==> src/rtl/serializador_resultado_pkg.sv <==
// Package serializador_pkg: shared types and defaults for serializador_resultado.
//   state_e     - serializer FSM states (IDLE, SEND)
//   DATA_W_DEF  - default captured result width (32)
//   BLK_W_DEF   - default emitted block width (8)
//   blk_idx_t   - block selector encoding, shared with the downstream
//                 block-select register (00 = bits 31:24 ... 11 = bits 7:0)
package serializador_pkg;

  typedef enum logic {
    IDLE = 1'b0,
    SEND = 1'b1
  } state_e;

  localparam int DATA_W_DEF = 32;
  localparam int BLK_W_DEF  = 8;

  typedef logic [1:0] blk_idx_t;

endpackage

==> src/rtl/serializador_resultado_if.sv <==
// Interface serializador_resultado_if: result-in / block-out handshake bundle.
//   in_valid, in_data, in_ready      - upstream ALU result (valid/ready)
//   out_valid, out_ready             - downstream block handshake
//   out_byte, out_sel, out_last      - current block, its index, final-block flag
//   busy                             - a word is being held
//   out_parity                       - even parity of out_byte (only when
//                                      SERIAL_PARITY_EN is defined)
// Modports: master = upstream/downstream environment, slave = serializer.
interface serializador_resultado_if
  import serializador_pkg::*;
#(
  parameter int DATA_W = DATA_W_DEF,
  parameter int BLK_W  = BLK_W_DEF
);

  localparam int NUM_BLK = DATA_W / BLK_W;
  localparam int SEL_W   = $clog2(NUM_BLK);

  logic              in_valid;
  logic              in_ready;
  logic [DATA_W-1:0] in_data;
  logic              out_valid;
  logic              out_ready;
  logic [BLK_W-1:0]  out_byte;
  logic [SEL_W-1:0]  out_sel;
  logic              out_last;
  logic              busy;
`ifdef SERIAL_PARITY_EN
  logic              out_parity;
`endif

  modport master (
    output in_valid,
    output in_data,
    output out_ready,
    input  in_ready,
    input  out_valid,
    input  out_byte,
    input  out_sel,
    input  out_last,
`ifdef SERIAL_PARITY_EN
    input  out_parity,
`endif
    input  busy
  );

  modport slave (
    input  in_valid,
    input  in_data,
    input  out_ready,
    output in_ready,
    output out_valid,
    output out_byte,
    output out_sel,
    output out_last,
`ifdef SERIAL_PARITY_EN
    output out_parity,
`endif
    output busy
  );

endinterface

==> src/rtl/serializador_resultado.sv <==
// serializador_resultado: captures one DATA_W-bit ALU result and emits it as
// NUM_BLK blocks of BLK_W bits, most-significant block first, one block per
// accepted out_valid/out_ready beat.
// Ports:
//   clk    - single rising-edge clock
//   rst_n  - synchronous active-low reset
//   bus    - serializador_resultado_if.slave (in_* handshake, out_* blocks, busy)
// Optional build macro: SERIAL_PARITY_EN adds bus.out_parity (even parity of
// out_byte, 0 whenever out_valid is low).
//
// state | meaning
// ------+---------------------------------------------------------
// IDLE  | no word held; in_ready=1, waiting for in_valid
// SEND  | word held; presenting block out_sel until the last beat
module serializador_resultado
  import serializador_pkg::*;
#(
  parameter int DATA_W = DATA_W_DEF,
  parameter int BLK_W  = BLK_W_DEF
)(
  input  logic                      clk,
  input  logic                      rst_n,
  serializador_resultado_if.slave   bus
);

  localparam int NUM_BLK = DATA_W / BLK_W;
  localparam int SEL_W   = $clog2(NUM_BLK);
  localparam logic [SEL_W-1:0] LAST_SEL = SEL_W'(NUM_BLK - 1);

  state_e            state_q, state_d;
  logic [DATA_W-1:0] word_q, word_d;
  logic [SEL_W-1:0]  sel_q, sel_d;
  logic [DATA_W-1:0] word_shl;
  logic              sending;

  always_ff @(posedge clk) begin
    if (!rst_n) begin
      state_q <= IDLE;
      word_q  <= '0;
      sel_q   <= '0;
    end else begin
      state_q <= state_d;
      word_q  <= word_d;
      sel_q   <= sel_d;
    end
  end

  always_comb begin
    state_d = state_q;
    word_d  = word_q;
    sel_d   = sel_q;
    unique case (state_q)
      IDLE: begin
        if (bus.in_valid) begin
          state_d = SEND;
          word_d  = bus.in_data;
          sel_d   = '0;
        end
      end
      SEND: begin
        if (bus.out_ready) begin
          // selector returns to 0 only through the SEND->IDLE transition
          if (sel_q == LAST_SEL) begin
            state_d = IDLE;
            sel_d   = '0;
          end else begin
            sel_d = sel_q + 1'b1;
          end
        end
      end
      default: state_d = IDLE;
    endcase
  end

  assign sending = (state_q == SEND);

  // Left-shifting by sel*BLK_W brings the selected block to the top, so
  // block 0 is the most-significant slice of the held word.
  assign word_shl = word_q << (32'(sel_q) * BLK_W);

  assign bus.in_ready  = (state_q == IDLE);
  assign bus.out_valid = sending;
  assign bus.busy      = sending;
  assign bus.out_sel   = sel_q;
  assign bus.out_last  = sending && (sel_q == LAST_SEL);
  assign bus.out_byte  = sending ? word_shl[DATA_W-1 -: BLK_W] : '0;

`ifdef SERIAL_PARITY_EN
  assign bus.out_parity = ^bus.out_byte;
`endif

endmodule
==> src/flat_wrapper.sv <==
// flat-port wrapper written by rule: the top's interface ports become plain ports
module serializador_resultado_flat import serializador_pkg::*;
#(
  parameter int DATA_W = DATA_W_DEF,
  parameter int BLK_W  = BLK_W_DEF
)
  (clk, rst_n, bus_in_valid, bus_in_data, bus_out_ready, bus_in_ready, bus_out_valid, bus_out_byte, bus_out_sel, bus_out_last, bus_busy);
  serializador_resultado_if #(.DATA_W(DATA_W), .BLK_W(BLK_W)) bus_i ();
  input  logic clk;
  input  logic rst_n;
  input wire logic [$bits(bus_i.in_valid)-1:0] bus_in_valid;
  input wire logic [$bits(bus_i.in_data)-1:0] bus_in_data;
  input wire logic [$bits(bus_i.out_ready)-1:0] bus_out_ready;
  output wire logic [$bits(bus_i.in_ready)-1:0] bus_in_ready;
  output wire logic [$bits(bus_i.out_valid)-1:0] bus_out_valid;
  output wire logic [$bits(bus_i.out_byte)-1:0] bus_out_byte;
  output wire logic [$bits(bus_i.out_sel)-1:0] bus_out_sel;
  output wire logic [$bits(bus_i.out_last)-1:0] bus_out_last;
  output wire logic [$bits(bus_i.busy)-1:0] bus_busy;
  assign bus_i.in_valid = bus_in_valid;
  assign bus_i.in_data = bus_in_data;
  assign bus_i.out_ready = bus_out_ready;
  assign bus_in_ready = bus_i.in_ready;
  assign bus_out_valid = bus_i.out_valid;
  assign bus_out_byte = bus_i.out_byte;
  assign bus_out_sel = bus_i.out_sel;
  assign bus_out_last = bus_i.out_last;
  assign bus_busy = bus_i.busy;
  serializador_resultado #(.DATA_W(DATA_W), .BLK_W(BLK_W)) u_core (.clk(clk), .rst_n(rst_n), .bus(bus_i));
endmodule
==> config.mk <==
export PLATFORM = sky130hd
export DESIGN_NAME = serializador_resultado_flat
export DESIGN_NICKNAME = d
export VERILOG_FILES = /design/src/rtl/serializador_resultado_pkg.sv /design/src/rtl/serializador_resultado_if.sv /design/src/rtl/serializador_resultado.sv /design/src/flat_wrapper.sv
export SDC_FILE = /design/constraint.sdc
export NUM_CORES = 1
export LEC_CHECK = 0
export CAP_MARGIN = 40
export CELL_PAD_IN_SITES_DETAIL_PLACEMENT = 0
export CELL_PAD_IN_SITES_GLOBAL_PLACEMENT = 1
export CORE_ASPECT_RATIO = 0.8
export CORE_MARGIN = 4
export CORE_UTILIZATION = 36
export DETAILED_ROUTE_END_ITERATION = 6
export PLACE_DENSITY_LB_ADDON = 0.2
export SLEW_MARGIN = 40
export SYNTH_ARGS = -nofsm -noshare
export SYNTH_HDL_FRONTEND = slang
export SYNTH_SLANG_ARGS = --single-unit
export TNS_END_PERCENT = 20
==> constraint.sdc <==
create_clock -name clk -period 1.7 [get_ports clk]
set_input_delay 0.425 -clock clk [delete_from_list [all_inputs] [get_ports clk]]
set_output_delay 0.425 -clock clk [all_outputs]
set_load 0.005 [all_outputs]
; ---- After elaboration in Yosys (flattened, before gate mapping)
; Cells that the tools add are included.
[op_classes]
shifts = 1
n_eq_ne = 3
reduce_logical = 3
multipliers = 0
addsub = 1
n_lt_le_gt_ge = 0
div_mod_pow = 0
bitwise = 1
muxes = 9
[op_table]
columns = operator, n
row1 = $shl A32 B5 Y32, 1
row2 = $mux W8, 1
row3 = $mux W2, 3
row4 = $ne A2 B2 Y1 const B, 2
row5 = $pmux W2 S2, 1
row6 = $reduce_and A2 Y1, 2
row7 = $mux W1, 3
row8 = $add A2 B1 Y2 const B, 1
row9 = $eq A2 B2 Y1 const B, 1
row10 = $pmux W1 S2, 1
row11 = $logic_and A1 B1 Y1, 1
row12 = $not A1 Y1, 1
[word_totals]
romBits = 0
ram_bits = 0
regBits = 35
latchBits = 0
input_bits = 36
memories = 0

; ---- Longest topological paths before layout
; Gate-level depths: netlist of run 1.
[logic_depth]
word_depth = 4
mapped_depth = 5

; ---- Worst setup path after synthesis of run 1
; No wires, ideal clock.
[synth_timing]
kind = reg2out
start = reg u_core.sel_q[0], in the netlist u_core.bus.out_sel[0]
end = out bus_out_byte[0]
path_buffers = 2
slack_ns = 0.296
path_stages_with_launch = 5
arrival_ns = 0.979
path_cell_list = dfxtp_1 > buf_4 > buf_6 > mux2i_1 > o22ai_1
[synth_between]
elab_chain_cells = 2
[synth_lines]
columns = item, line_no
row1 = from (decl), serializador_resultado.sv:32  ; logic [SEL_W-1:0] sel_q, sel_d;
row2 = from (signal assigned), serializador_resultado.sv:44  ; sel_q <= sel_d;
row3 = $shl A32 B5 Y32, serializador_resultado.sv:79  ; assign word_shl = word_q << (32'(sel_q) * BLK_W);
row4 = $mux W8, serializador_resultado.sv:86  ; assign bus.out_byte = sending ? word_shl[DATA_W-1 -: BLK_W] : '0;
row5 = to (decl), flat_wrapper.sv:16  ; output wire logic [$bits(bus_i.out_byte)-1:0] bus_out_byte;
; Every way passes these cells.

; ---- Worst setup path in the final report of run 1
[layout_timing]
start = reg u_core.sel_q[0], in the netlist u_core.bus.out_sel[0]
end = out bus_out_byte[3]
; The elaborated chain is that of the path after synthesis.

==> results.md, run 1 <==
- IO Port Bufs: 49
- Fmax achieved: 0.5687 GHz
- Hold path startpoint: u_core.word_q[12]
- Worst min-delay path class: reg2reg
- Max stage delay cell, worst path: dfxtp_2
- Worst-path cell chain: buf_6 -> buf_6 -> mux2i_1 -> o22ai_2 -> buf_2
- Global route overflow: 0
- Crit Path Max Fanout: 6
- GP Congestion: 0.7486
- Antenna-violating nets left: 0
- Crit Path Class: reg2out
- CTS tree: built
- Filler Cell Count: 445
- Vias in the first global route: 1540
- Final setup skew: 0.004976 ns
- Max-slew headroom: 0.7560
- Final period utilization: 1.034
- Critical Path Stages: 5
- Setup Total Neg Slack: -0.2698 ns
- Final wirelength: 4.241 mm
- Post-Syn Nets: 225
- Mapped Area: about 1800 um2
- Min Clock Period, post-route: around 1.8 ns
- Routed vias/inst: around 5
- Worst-Margin Slew: 0.3660 ns
- Worst Hold End: u_core.word_q[12]
- Die X: between 80 and 90 um
- Drt first-iter violations: 45
- Pin count of the biggest net entering global routing: 33
- Synthesized netlist cell count: 188
- Initial Util: 0.3828
- Max VDD drop: about 0.0004 V
- Post-synthesis sequential area ratio: 0.3889
- Avg WL per Cell: 14.14 um
- Startpoint types: flip-flop
- Clock buffer count from CTS: 5
- PwrDens: 799.0 nW/um2
- Max stage delay on crit path: 0.34 ns
- Required @ worst endpoint: 1.27 ns
- Setup WS post-layout: -0.05828 ns
- Worst r2r path cells: 5
- Die Ht: around 71 um
- Seq cells post-synth: 35
- RSZ-0062 raised after global routing: true
- Mean Syn Cell Area: 9.584 um2
- Crit path arrival time: 1.33 ns
- First-pass GRT wire length: 7.065 mm
- R2r startpoint: u_core.bus.busy
- Reg2Reg Setup Slack: approximately 0.47 ns
- DRC Markers: 0
- CTS sink cnt: 35
- ANT cells: 0
- Synth warnings: 0
- CP Launch Point: u_core.bus.out_sel[0]
- Commonest non-fill, non-tap cells in the layout: 46 x nand2_1, 38 x clkdlybuf4s50_1, 32 x dfxtp_1
- Max Cap Viol: 0
- Hold Vio Cnt, Final: 0
- Finish-stage setup viols: 9
- Root buf cell: clkbuf_8
- FFs w/ async S/R, synth: 0
- Top FF cell, synth: dfxtp_1
- Layout Utilization: 0.5295
- I/O Pins: 50
- Most frequent cell on the critical path: buf_6
- Vias: approximately 1500
- Worst Hold Depth: 2
- Slew Limit Fails: 0
- Worst-path clk slew: 0.07 ns
- Post-synth EDFFs: 0
- H-tree levels: 2
- Fraction of layout cells with a size suffix above 1: 0.3708
- CTS Buffer Depth: 2
- RR Endpoint: u_core.word_q[16]
- Initial antenna violation count: 0
- Detailed Place HPWL: 2.964 mm
- Layout area overhead: 38.33%
- Total power draw: 1991 uW
- # rows: 22
- Violated checks: setup timing
- Worst path buffer plus inverter count: 3
- Die area: 6208 um2
- Distinct cells, synth: 23
- CP Capture Type: output port
- Leakage: 0.0009133 uW
- Most common cell after layout, fill and taps aside: nand2_1
- Core area: 4707 um2
- Clock Latency Late Sink: 0.28 ns
- Status: complete, but fails checks
- Final nets: 276
- Top delay family on crit path: buffers and inverters
- Overall Global Routing Usage: 0.1432
- Drt first pass iters: 4
synth_stat cells (2+ instances only):
| cell type | number | area (um2) |
|---|---|---|
| a21boi_2 | 30 | 337.8 |
| o22ai_1 | 8 | 50.05 |
| mux2i_1 | 17 | 170.2 |
| buf_4 | 6 | 45.04 |
| clkbuf_1 | 4 | 15.01 |
| dfxtp_1 | 35 | 700.7 |
| nand2_1 | 47 | 176.4 |
| nand3_1 | 2 | 10.01 |
| a21boi_1 | 2 | 15.01 |
| nand4_1 | 2 | 12.51 |
| nand2_2 | 20 | 125.1 |
| buf_12 | 2 | 40.04 |
| buf_6 | 3 | 33.78 |
registers in the layout (all words and copies together), names as in the netlist:
register and cells:
u_core.bus.busy 1, u_core.word_q 32, u_core.bus.out_sel 2
tightest hold or removal path: stages (launching register included):
cell      delay (ns)
dfxtp_1         0.31
nand2_1         0.05
a21boi_1        0.06
cells by family (layout without fill, tap and decap cells):
family,Yosys count,count (layout),share of synthesized area
multiplexers,17,17,0.09444
AO/OA/AOI/OAI,42,42,0.2299
adder cells (fa/ha/maj),1,1,0.006943
flip-flops,35,35,0.3889
AND/OR/NAND/NOR,76,76,0.2007
buffers and inverters,17,69,0.07916
report_power, final:
part           internal, uW  total (uW)  leakage [uW]  switching [uW]
Sequential              866         895      0.000289            28.9
Clock                   436         742     0.0000581             306
Combinational           202         355      0.000566             153
Total                  1500        1990      0.000913             487
worst max path at each step:
stage                                  to
after CTS                 bus_out_byte[2]
after global placement    bus_out_byte[7]
after floorplan           bus_out_byte[0]
after detailed placement  bus_out_byte[3]
after global routing      bus_out_byte[3]
final                     bus_out_byte[3]
layout make-up:
class	count	area, um2	area share
Clock buffer	5	68.82	0.02761
Tap cell	60	75.07	0.03012
Multi-Input combinational cell	136	1003	0.4026
Inverter	1	3.754	0.001506
Sequential cell	35	706.9	0.2836
Timing Repair Buffer	60	590.6	0.2369
Clock inverter	3	43.79	0.01757
what timing repair did:
| item | CTS | global route |
|---|---|---|
| pin swaps | 4 | 5 |
| hold buffers | 0 | 0 |
| resized for setup | 43 | 11 |
| setup buffers | 2 | 0 |
| cloned | 1 | 0 |
| hold endpoints to repair | 0 | 0 |
| setup endpoints to repair | 13 | 14 |
routing by layer:
metal | global-route usage | up-vias | routed length, um
met5 | 0 | - | 0
met4 | 0.04089 | 0 | 46
met3 | 0.04253 | 6 | 237
met2 | 0.2342 | 38 | 2078
met1 | 0.1833 | 683 | 1880
li1 | - | 732 | -
per-stage QoR:
step                instances  worst slack [ns]  hold slack (ns)  instance area (um2)
finish                    300          -0.05828           0.4630                 2492
CTS                       301           -0.1371           0.4618                 2494
global route              300           -0.1263           0.4864                 2492
detailed placement        290           -0.1331           0.4516                 2321
floorplan                 188            0.2962           0.4344                 1802
global placement          290           -0.1060           0.4446                 2321
Note: power is estimated with default switching activity, not from simulation.
==> run 2: changes to the inputs <==
--- a/config.mk
+++ b/config.mk
@@ -13,7 +13,6 @@
 export CORE_UTILIZATION = 36
 export DETAILED_ROUTE_END_ITERATION = 6
 export PLACE_DENSITY_LB_ADDON = 0.2
-export SLEW_MARGIN = 40
 export SYNTH_ARGS = -nofsm -noshare
 export SYNTH_HDL_FRONTEND = slang
 export SYNTH_SLANG_ARGS = --single-unit
==> results of run 2 <==
Same layout as run 1: the final DEF is identical, and so are final timing and power.
==> run 3: changes to the inputs <==
--- a/config.mk
+++ b/config.mk
@@ -5,14 +5,15 @@
 export SDC_FILE = /design/constraint.sdc
 export NUM_CORES = 1
 export LEC_CHECK = 0
-export CAP_MARGIN = 40
+export CAP_MARGIN = 20
 export CELL_PAD_IN_SITES_DETAIL_PLACEMENT = 0
 export CELL_PAD_IN_SITES_GLOBAL_PLACEMENT = 1
 export CORE_ASPECT_RATIO = 0.8
-export CORE_MARGIN = 4
+export CORE_MARGIN = 2
 export CORE_UTILIZATION = 36
 export DETAILED_ROUTE_END_ITERATION = 6
 export PLACE_DENSITY_LB_ADDON = 0.2
+export SKIP_LAST_GASP = 1
 export SYNTH_ARGS = -nofsm -noshare
 export SYNTH_HDL_FRONTEND = slang
 export SYNTH_SLANG_ARGS = --single-unit
==> results.md, run 3 (synthesized netlist as in run 1, its figures left out) <==
- Initial antenna violation count: 0 (unchanged)
- Clock Latency Late Sink: 0.28 ns (about the same)
- Worst min-delay path class: reg2reg
- Fraction of layout cells with a size suffix above 1: 0.3527 (-0.01814)
- Clock buffer count from CTS: 5 (unchanged)
- Worst hold slack: 0.4590 ns (-0.004088 ns)
- Initial Util: 0.3828 (unchanged)
- Commonest non-fill, non-tap cells in the layout: 46 x nand2_1, 39 x clkdlybuf4s50_1, 32 x dfxtp_1
- Max FFs per register: 32 (unchanged)
- Pin count of the biggest net entering global routing: 38 (+15%)
- Leakage: 0.0008981 uW (-1.7%)
- Setup WS post-layout: -0.06792 ns (-0.009633 ns)
- Most common cell after layout, fill and taps aside: nand2_1
- PwrDens: 729.6 nW/um2 (-8.7%)
- Drt first-iter violations: 41 (-8.9%)
- Detailed Place HPWL: 2.868 mm (-3.2%)
- I/O Pins: 50 (unchanged)
- Total power draw: 1802 uW (-9.5%)
- Crit path arrival time: 1.34 ns (about the same)
- Hold path startpoint: u_core.word_q[11]
- Worst-path clk slew: 0.06 ns (about the same)
- DR top layer: met4
- Routed vias/inst: 4.801 (-1.3%)
- Core area: 4707 um2 (unchanged)
- Final wirelength: 4.054 mm (-4.4%)
- Finish-stage setup viols: 10 (+1)
- CTS sink cnt: 35 (unchanged)
- Metal-1 WL: 1.824 mm (-3.0%)
- Worst-Margin Slew: 0.3622 ns (-0.003824 ns)
- Worst Hold End: u_core.word_q[11]
- Most flops, register: u_core.word_q
- Die Ht: 67.28 um (-5.6%)
- Avg WL per Cell: 13.47 um (-4.7%)
- Layout area overhead: 37.08%
- Root buf cell: clkbuf_8
- H-tree levels: 2 (unchanged)
- Max Cap Viol: 0 (unchanged)
- Reg2Reg Setup Slack: 0.45 ns (-0.02 ns)
- Place WS: -0.1025 ns (+0.03064 ns)
- IO Port Bufs: 49 (unchanged)
- Worst-path cell chain: buf_12 -> buf_6 -> mux2i_2 -> o22ai_1 -> buf_2
- GP Congestion: 0.7557 (+0.95%)
- Vias in the first global route: 1513 (-1.8%)
- CP Capture Type: output port
- Max VDD drop: 0.0003593 V (-9.0%)
- Worst r2r path cells: 4 (-1)
- DRC Markers: 0 (unchanged)
- Max-slew headroom: 0.7585 (+0.002549)
- Global route overflow: 0 (unchanged)
- Drt first pass iters: 6 (+2)
- Die X: 83.10 um (-4.6%)
- Violated checks: setup timing
- Filler Cell Count: 455 (+2.2%)
- Vias: 1445 (-0.96%)
- Required @ worst endpoint: 1.27 ns (about the same)
- RSZ-0062 raised after global routing: true
- Antenna-violating nets left: 0 (unchanged)
- CTS Hold Bufs: 0 (unchanged)
- Status: complete, but fails checks
- Max stage delay cell, worst path: dfxtp_4
- CTS Buffer Depth: 2 (unchanged)
- Max stage delay on crit path: 0.36 ns (+0.02 ns)
- Wire length on met2: 1.964 mm (-5.5%)
- CTS tree: built
- DP Area: 2346 um2 (+1.1%)
- RR Endpoint: u_core.word_q[6]
- Min Clock Period, post-route: 1.768 ns (+0.009633 ns)
- R2r startpoint: u_core.bus.busy
- Startpoint types: flip-flop
- ANT cells: 0 (unchanged)
- Final nets: 279 (+1.1%)
- Die area: 5590 um2 (-9.9%)
- Fmax achieved: 0.5656 GHz (-0.54%)
- Slew Limit Fails: 0 (unchanged)
- Worst Hold Depth: 2 (unchanged)
- Post-route cell area: 2470 um2 (-0.90%)
- Met3 wire len: 192 um (-19%)
- Hold Vio Cnt, Final: 0 (unchanged)
- First-pass GRT wire length: 6.886 mm (-2.5%)
- # rows: 22 (unchanged)
- Crit Path Max Fanout: 6 (unchanged)
- Final period utilization: 1.040 (+0.005667)
- Crit Path Class: reg2out
- Final setup skew: 0.002812 ns (-0.002164 ns)
- Setup Total Neg Slack: -0.4972 ns (-0.2274 ns)
- Overall Global Routing Usage: 0.1588 (+0.01557)
run 3: final cells by class:
type	instances	area, um2	area share
Clock buffer	6	72.57	0.02938
Inverter	1	3.754	0.001520
Multi-Input combinational cell	136	988.4	0.4002
Sequential cell	35	706.9	0.2862
Tap cell	60	75.07	0.03040
Timing Repair Buffer	63	623.1	0.2523
run 3: how the worst max path moves through the flow:
stage                                startpoint               to  slack [ns]  cells past startpoint
after floorplan           u_core.bus.out_sel[0]  bus_out_byte[0]        0.30                      4
final                     u_core.bus.out_sel[0]  bus_out_byte[7]       -0.07                      5
after CTS                 u_core.bus.out_sel[0]  bus_out_byte[3]        -0.1                      4
after detailed placement  u_core.bus.out_sel[0]  bus_out_byte[7]       -0.10                      4
after global placement    u_core.bus.out_sel[0]  bus_out_byte[7]       -0.11                      4
after global routing      u_core.bus.out_sel[0]  bus_out_byte[1]       -0.13                      5
run 3: report_power, final:
group / internal [uW] / switching [uW] / leakage, uW
logic: 209 / 153 / 0.000572
registers: 866 / 27.6 / 0.000289
clock network: 273 / 273 / 0.0000371
run 3: layer usage:
layer  GRT usage  up-vias
met5           0        -
met3     0.04156        7
met4     0.07377        0
li1            -      731
met1      0.1888      674
met2      0.2742       33
run 3: repair_timing:
| item | CTS | global route |
|---|---|---|
| resized for setup | 43 | 3 |
| setup buffers | 5 | 0 |
| pin swaps | 4 | 2 |
| endpoints found under the setup margin | 13 | 13 |
run 3: through the flow:
stage	std cells	util
finish	301	0.5247
global route	301	0.5247
CTS	301	0.5253
detailed placement	290	0.4984
global placement	290	0.4984
floorplan	188	-
run 3: critical path, delay by kind of cell, from the launching register on:
kind / cells / cell delay (ns)
AO/OA/AOI/OAI: 1 / 0.16
multiplexers: 1 / 0.14
buffers and inverters: 3 / 0.40
flip-flops: 1 / 0.36
